===== config.mk =====
export PLATFORM = sky130hd
export DESIGN_NAME = fmul_pipe
export DESIGN_NICKNAME = d
export VERILOG_FILES = /design/src/rtl/fmul_pipe.sv
export SDC_FILE = /design/constraint.sdc
export NUM_CORES = 2
export LEC_CHECK = 0
export CORE_UTILIZATION = 44
export CTS_CLUSTER_DIAMETER = 100
export CTS_CLUSTER_SIZE = 16
export DETAILED_ROUTE_END_ITERATION = 10
export GPL_ROUTABILITY_DRIVEN = 0
export PLACE_DENSITY = 0.58
export RECOVER_POWER = 50
export SLEW_MARGIN = 20
export SYNTH_ARGS = -nofsm -noshare
export SYNTH_HDL_FRONTEND = slang
export SYNTH_SLANG_ARGS = --single-unit

===== constraint.sdc =====
create_clock -name clk -period 9.3 [get_ports clk]
set_clock_uncertainty 0.15 [all_clocks]
set_input_delay 1.86 -clock clk [delete_from_list [all_inputs] [get_ports clk]]
set_output_delay 1.86 -clock clk [all_outputs]
set_load 0.005 [all_outputs]

===== src/rtl/fmul_pipe.sv =====
// fmul_pipe: three-stage floating-point multiplier with round-to-nearest-even,
// DAZ/FTZ, special operands and {invalid, overflow, underflow, inexact} flags.
module fmul_pipe #(
  parameter  int EXP_W  = 8,
  parameter  int FRAC_W = 23,
  localparam int W      = 1 + EXP_W + FRAC_W
) (
  input  logic         clk,
  input  logic         rst,
  input  logic         in_valid,
  output logic         in_ready,
  input  logic [W-1:0] a,
  input  logic [W-1:0] b,
  output logic         out_valid,
  input  logic         out_ready,
  output logic [W-1:0] result,
  output logic [3:0]   flags
);
  localparam int BIAS = (1 << (EXP_W - 1)) - 1;
  localparam int EW   = EXP_W + 2;
  localparam int MW   = FRAC_W + 1;
  localparam int PW   = 2 * FRAC_W + 2;

  localparam logic signed [EW-1:0] E_ONE  = EW'(1);
  localparam logic signed [EW-1:0] E_ZERO = '0;
  localparam logic signed [EW-1:0] E_MAX  = EW'((1 << EXP_W) - 1);

  localparam logic [W-1:0] QNAN =
    {1'b0, {EXP_W{1'b1}}, 1'b1, {(FRAC_W-1){1'b0}}};

  typedef struct packed {
    logic          sign;
    logic [EW-1:0] exp;
    logic [MW-1:0] ma;
    logic [MW-1:0] mb;
    logic          spec;
    logic [W-1:0]  spec_res;
    logic [3:0]    spec_flags;
  } s1_t;

  typedef struct packed {
    logic          sign;
    logic [EW-1:0] exp;
    logic [PW-1:0] prod;
    logic          spec;
    logic [W-1:0]  spec_res;
    logic [3:0]    spec_flags;
  } s2_t;

  logic         adv;
  logic         v1, v2;
  s1_t          s1_d, s1_q;
  s2_t          s2_d, s2_q;
  logic [W-1:0] res_d;
  logic [3:0]   flg_d;

  assign adv      = !out_valid | out_ready;
  assign in_ready = adv & !rst;

  logic              sa, sb;
  logic [EXP_W-1:0]  ea, eb;
  logic [FRAC_W-1:0] fa, fb;
  logic              a_zero, a_inf, a_nan;
  logic              b_zero, b_inf, b_nan;
  logic              zero_inf, snan;
  logic              is_nan, is_inf, is_zero;

  assign {sa, ea, fa} = a;
  assign {sb, eb, fb} = b;

  // Subnormal operands fall into the zero class.
  assign a_zero = ~|ea;
  assign a_inf  = (&ea) & (~|fa);
  assign a_nan  = (&ea) & (|fa);
  assign b_zero = ~|eb;
  assign b_inf  = (&eb) & (~|fb);
  assign b_nan  = (&eb) & (|fb);

  assign zero_inf = (a_zero & b_inf) | (a_inf & b_zero);
  assign snan     = (a_nan & ~fa[FRAC_W-1])
                  | (b_nan & ~fb[FRAC_W-1]);
  assign is_nan   = a_nan | b_nan | zero_inf;
  assign is_inf   = ~is_nan & (a_inf | b_inf);
  assign is_zero  = ~is_nan & ~is_inf & (a_zero | b_zero);

  always_comb begin
    s1_d      = '0;
    s1_d.sign = sa ^ sb;
    s1_d.exp  = EW'(ea) + EW'(eb) - EW'(BIAS);
    s1_d.ma   = {|ea, fa};
    s1_d.mb   = {|eb, fb};
    s1_d.spec = is_nan | is_inf | is_zero;
    unique case (1'b1)
      is_nan: begin
        s1_d.spec_res   = QNAN;
        s1_d.spec_flags = {zero_inf | snan, 3'b000};
      end
      is_inf:
        s1_d.spec_res = {sa ^ sb, {EXP_W{1'b1}}, {FRAC_W{1'b0}}};
      is_zero:
        s1_d.spec_res = {sa ^ sb, {(W-1){1'b0}}};
      default:
        s1_d.spec_res = '0;
    endcase
  end

  always_comb begin
    s2_d            = '0;
    s2_d.sign       = s1_q.sign;
    s2_d.exp        = s1_q.exp;
    s2_d.prod       = PW'(s1_q.ma) * PW'(s1_q.mb);
    s2_d.spec       = s1_q.spec;
    s2_d.spec_res   = s1_q.spec_res;
    s2_d.spec_flags = s1_q.spec_flags;
  end

  logic signed [EW-1:0] e_n, e_r;
  logic [MW-1:0]        mant;
  logic [MW:0]          rnd;
  logic [FRAC_W-1:0]    frac;
  logic                 guard, sticky, inc, inexact;
  logic                 ovf, unf;
  logic                 unused_hidden;

  always_comb begin
    e_n    = s2_q.exp;
    mant   = s2_q.prod[PW-2 -: MW];
    guard  = s2_q.prod[FRAC_W-1];
    sticky = |s2_q.prod[FRAC_W-2:0];
    if (s2_q.prod[PW-1]) begin
      e_n    = e_n + E_ONE;
      mant   = s2_q.prod[PW-1 -: MW];
      guard  = s2_q.prod[FRAC_W];
      sticky = |s2_q.prod[FRAC_W-1:0];
    end
    inc     = guard & (sticky | mant[0]);
    rnd     = {1'b0, mant} + (MW+1)'(inc);
    inexact = guard | sticky;
    e_r     = e_n;
    frac    = rnd[FRAC_W-1:0];
    if (rnd[MW]) begin
      e_r  = e_n + E_ONE;
      frac = '0;
    end
    ovf = e_r >= E_MAX;
    unf = e_r <= E_ZERO;
  end

  // A rounded significand always keeps its leading one.
  assign unused_hidden = rnd[FRAC_W];

  always_comb begin
    res_d = '0;
    flg_d = '0;
    unique case (1'b1)
      s2_q.spec: begin
        res_d = s2_q.spec_res;
        flg_d = s2_q.spec_flags;
      end
      !s2_q.spec && ovf: begin
        res_d = {s2_q.sign, {EXP_W{1'b1}}, {FRAC_W{1'b0}}};
        flg_d = 4'b0101;
      end
      !s2_q.spec && !ovf && unf: begin
        res_d = {s2_q.sign, {(W-1){1'b0}}};
        flg_d = 4'b0011;
      end
      default: begin
        res_d = {s2_q.sign, e_r[EXP_W-1:0], frac};
        flg_d = {3'b000, inexact};
      end
    endcase
  end

  always_ff @(posedge clk) begin
    if (rst) begin
      v1        <= 1'b0;
      v2        <= 1'b0;
      out_valid <= 1'b0;
      result    <= '0;
      flags     <= '0;
    end else if (adv) begin
      v1        <= in_valid;
      v2        <= v1;
      out_valid <= v2;
      result    <= res_d;
      flags     <= flg_d;
    end
  end

  always_ff @(posedge clk) begin
    if (adv) begin
      s1_q <= s1_d;
      s2_q <= s2_d;
    end
  end

endmodule


# ---- Word level (Yosys, flattened, before mapping)
# Index checks and enable logic that the tools add are counted.
dict set report totals {
  word_cells 85
  inputBits 68
  output_inout_bits 38
  reg_bits 231
}
dict set report op_classes {
  bitwise 30
  n_reduce_logical 19
  addsub 5
  magnitude_cmp 2
  n_mul 1
  mux 9
}
# operator n
set ops {}
lappend ops {{$pmux 32 s3} 2}
lappend ops {{$reduce_or 23->1} 3}
lappend ops {{$mul 24x24->48} 1}
lappend ops {{$add 24x1->25} 1}
lappend ops {{$mux 24} 1}
lappend ops {{$mux 23} 1}
lappend ops {{$reduce_or 22->1} 1}
lappend ops {{$add 10x2->10 const B} 2}
lappend ops {{$mux 10} 2}
lappend ops {{$reduce_and 8->1} 2}
lappend ops {{$reduce_or 8->1} 2}
lappend ops {{$and 1x1->1} 13}
lappend ops {{$or 1x1->1} 12}
lappend ops {{$pmux 4 s3} 1}
lappend ops {{$ge 10x9->1 const B} 1}
lappend ops {{$le 10x1->1 const B} 1}
lappend ops {{$sub 9x7->10 const B} 1}
lappend ops {{$add 8x8->9} 1}
lappend ops {{$logic_not 1->1} 8}
lappend ops {{$not 1->1} 4}
lappend ops {{$logic_and 1x1->1} 3}
lappend ops {{$mux 1} 2}
lappend ops {{$xor 1x1->1} 1}

# ---- Logic depth before layout (Yosys ltp)
dict set report depth {
  depth_word 12
  ltp_mapped 26
  mapped_depth_nobuf 25
}

# ---- Worst setup path after synthesis
# OpenSTA, ideal clock, no wires.
dict set report synth_timing {
  kind {register -> register}
  start {register s1_q[77] (netlist bit)}
  end {register s2_q[82] (netlist bit), data pin}
  t_arrival_ns 6.905
  stages_incl_launch_ff 26
  path_buffers 1
  setup_time_ns 0.273
  period_less_slack_ns 7.328
  setup_slack_ns 1.972
  required_time_ns 8.877
  path_cell_list {edfxtp_1 buf_1 and2_1 fa_1 fa_1 inv_1 fa_1 inv_1 fa_1 inv_1 fa_1 inv_1 fa_1 inv_1 fa_1 inv_1 ha_1 nand2_1 o21ai_0 or3b_2 nand4_1 a2111oi_0 o41ai_1 a21oi_1 mux2i_1 o2111ai_1}
}
# element line_no
set synth_rtl {}
lappend synth_rtl {{start: declaration} 52} ;# s1_t s1_d, s1_q;
lappend synth_rtl {{start signal: assignment} 193} ;# s1_q <= s1_d;
lappend synth_rtl {{end signal: assignment} 194} ;# s2_q <= s2_d;
lappend synth_rtl {{end: declaration} 53} ;# s2_t s2_d, s2_q;

==> out/metrics.yaml <==
yosys:
  synthCells: 2735
  synth_warnings: 0
  syn_area_per_cell_um2: 9.62
  ys_seq_area_share_pct: 17.6
  yosys-top-cells-area: "fa_1 (37%), edfxtp_1 (15%), ha_1 (9.2%)"
  synth.cell_area_mm2: 0.0263
  synth_top_cell_by_area: "fa_1"
  synth_top_area_share_pct: 36.8
  synth_fp_nets: 3479
  ys_ff_latch: 167
  synth-main-ff-cell: "edfxtp_1"
  synth-edff-count: 128
  yosysUniqueCellTypes: 69
  synthArstFlopShare_pct: 0
cells_and_area:
  drive_gt1_share_pct: 3.19
  nFillCells: 5486
  fin_area_mm2: 0.0288
  fin_nets: 3520
  area_growth_syn_to_layout_pct: 9.32
global_routing:
  grt_pass1_vias: 20200
  grt_pass1_wl_mm: 112
  grt_remaining_overflow: 0
  grt_max_degree: 82
  grtUsageTotal_pct: 24.6
  antenna_found_initial: 3
worst_hold_path:
  hold_path.class: "flip-flop to flip-flop"
  hold_path_depth: 0
clock_tree:
  path_clk_slew_ns: 0.08
  clk_latency_ns: 0.50
  cts_htree_levels: 4
  cts_tree: "built"
  cts_sinks: 167
  clockBufferDepth: 2
  numCtsBuffers: 17
  post_cts_buffers: 0
  hold_buffers: 0
  ctsResizeCount: 0
  root_buffer: "clkbuf_16"
sta:
  period_share_pct: 91.4
  fin_ws_ns: 0.795
  setup-tns-final_ns: 0
  fin_crit_ns: 8.50
  hold_violations: 0
  worst_pin_slew_ns: 2.98
  max_clock_freq_mhz: 118
  finalSetupViolCount: 0
  slew_headroom_pct: -100
  rsz0062_at_grt: "no"
  hold_slack_ns: 0.275
  drv_slew: 66
worst_setup_path:
  required_ns: 9.38
  cp-start-kind: "flip-flop"
  criticalPathCategory: "flip-flop to flip-flop"
  rrSetupSlack_ns: 0.80
  cp_max_fo: 24
  crit_slowest_cell: "edfxtp_1"
  slowest_delay_ns: 0.98
  rr_worst_depth: 25
  cp.arrival_ns: 8.58
  endpoint_kind: "flip-flop"
drt:
  antenna_left: 0
  drc: 0
  wire_per_inst_um: 20.0
  wirelength_mm: 71.1
  via_per_inst: 5.31
  routed-via-count: 18900
  dr.pass1.iters: 5
  first_iter_violations: 1119
placed_design:
  dpl_cell_area_mm2: 0.0281
  hpwlAfterDp_mm: 57.0
  io_buffers: 105
  pre_cts_slack_ns: 0.808
die:
  start_util_pct: 44.6
  die_area_mm2: 0.0608
  ios: 106
  rows: 89
  core_mm2: 0.0590
  die_w_um: 246
  die_h_um: 246
outcome:
  status: "finished with violations"
  failed_checks: "max-capacitance violations, max-slew violations"
flow_run:
  cap_violations: 1
## worst max-delay path: cells and delay by family, from the launching register on
family                     cells  cell delay, ns
AOI/OAI and AO/OA              5            1.56
and+or+nand+nor                4            0.96
muxes                          1            0.22
DFF                            1            0.98
buffers and inverters          7            0.37
adders and majority gates      8            3.97
## cell usage after synthesis, types with 6 or more instances
| master | count |
|---|---|
| o21bai_1 | 8 |
| nand2_1 | 361 |
| dfxtp_1 | 39 |
| ha_1 | 193 |
| fa_1 | 483 |
| and3_1 | 13 |
| xnor2_1 | 59 |
| nor2b_1 | 6 |
| a211oi_1 | 11 |
| nand3_1 | 31 |
| o211ai_1 | 12 |
| buf_1 | 6 |
| o21ai_0 | 30 |
| nor3_1 | 16 |
| nor4_1 | 23 |
| a21oi_1 | 66 |
| inv_1 | 570 |
| xor2_1 | 42 |
| a21o_1 | 33 |
| nand2b_1 | 6 |
| mux2i_1 | 20 |
| edfxtp_1 | 128 |
| a22o_1 | 22 |
| and2_1 | 302 |
| nor2_1 | 48 |
| nand4_1 | 24 |
| clkbuf_1 | 108 |
## per-stage QoR
| stage | instances | utilization, % |
|---|---|---|
| after detailed placement | 3528 | 47.6 |
| after CTS | 3560 | 48.7 |
| after floorplan | 2735 | - |
| after global routing | 3564 | 48.7 |
| final | 3564 | 48.7 |
| after global placement | 3528 | 47.6 |
## final cells by class
type	instances	area [um^2]	share of cell area, %
multi-input combinational	1874	19000	66.2
sequential	167	4620	16.1
inverter	571	2140	7.46
timing repair buffer	145	1360	4.73
tap	773	967	3.36
clock buffer	18	429	1.49
clock inverter	14	184	0.640
antenna	2	5.00	0.0174
## per-layer routing
layer  part of all wire, %  track usage [%]
met2                    51             42.7
met5                     0                0
met4                   3.2             8.79
met3                   4.7             2.83
met1                    41             31.7
## cell families (layout without fill, tap and decap cells)
family                   Yosys count  count (layout)  share of synthesized area (%)
AO/OA/AOI/OAI                    216             216                           5.59
XOR/XNOR                         101             101                           3.36
adder cells (fa/ha/maj)          676             676                           45.9
buffers and inverters            694             748                           10.0
flip-flops                       167             167                           17.6
multiplexers                      25              25                          0.975
other                              0               2                              0
AND/OR/NAND/NOR                  856             856                           16.5
## path summary, 6_finish.rpt
check,from,end
worst max-delay path,s1_q[74],s2_q[82]
worst min-delay path,s1_q[91],s2_q[91]
worst max register to register,s1_q[74],s2_q[82]
worst min register to register,s1_q[91],s2_q[91]
## cells in the final DEF, fill, tap and decap left out, drive strengths merged, types with 39 or more instances in the layout
cell type | Yosys | routed
fa | 483 | 483
nand2 | 361 | 361
edfxtp | 128 | 128
nor2 | 48 | 48
xnor2 | 59 | 59
a21oi | 66 | 66
xor2 | 42 | 42
dlygate4sd3 | 0 | 88
dfxtp | 39 | 39
ha | 193 | 193
and2 | 302 | 302
inv | 570 | 577
## sequential cells by signal, indices dropped and copies added, names as in the netlist
name,count
s1_q,64
result,32
v2,1
flags,4
v1,1
out_valid,1
s2_q,64
Power is left out: the tool's default activity adds up to more than one toggle a clock period on the data nets, which glitch-free logic cannot reach.
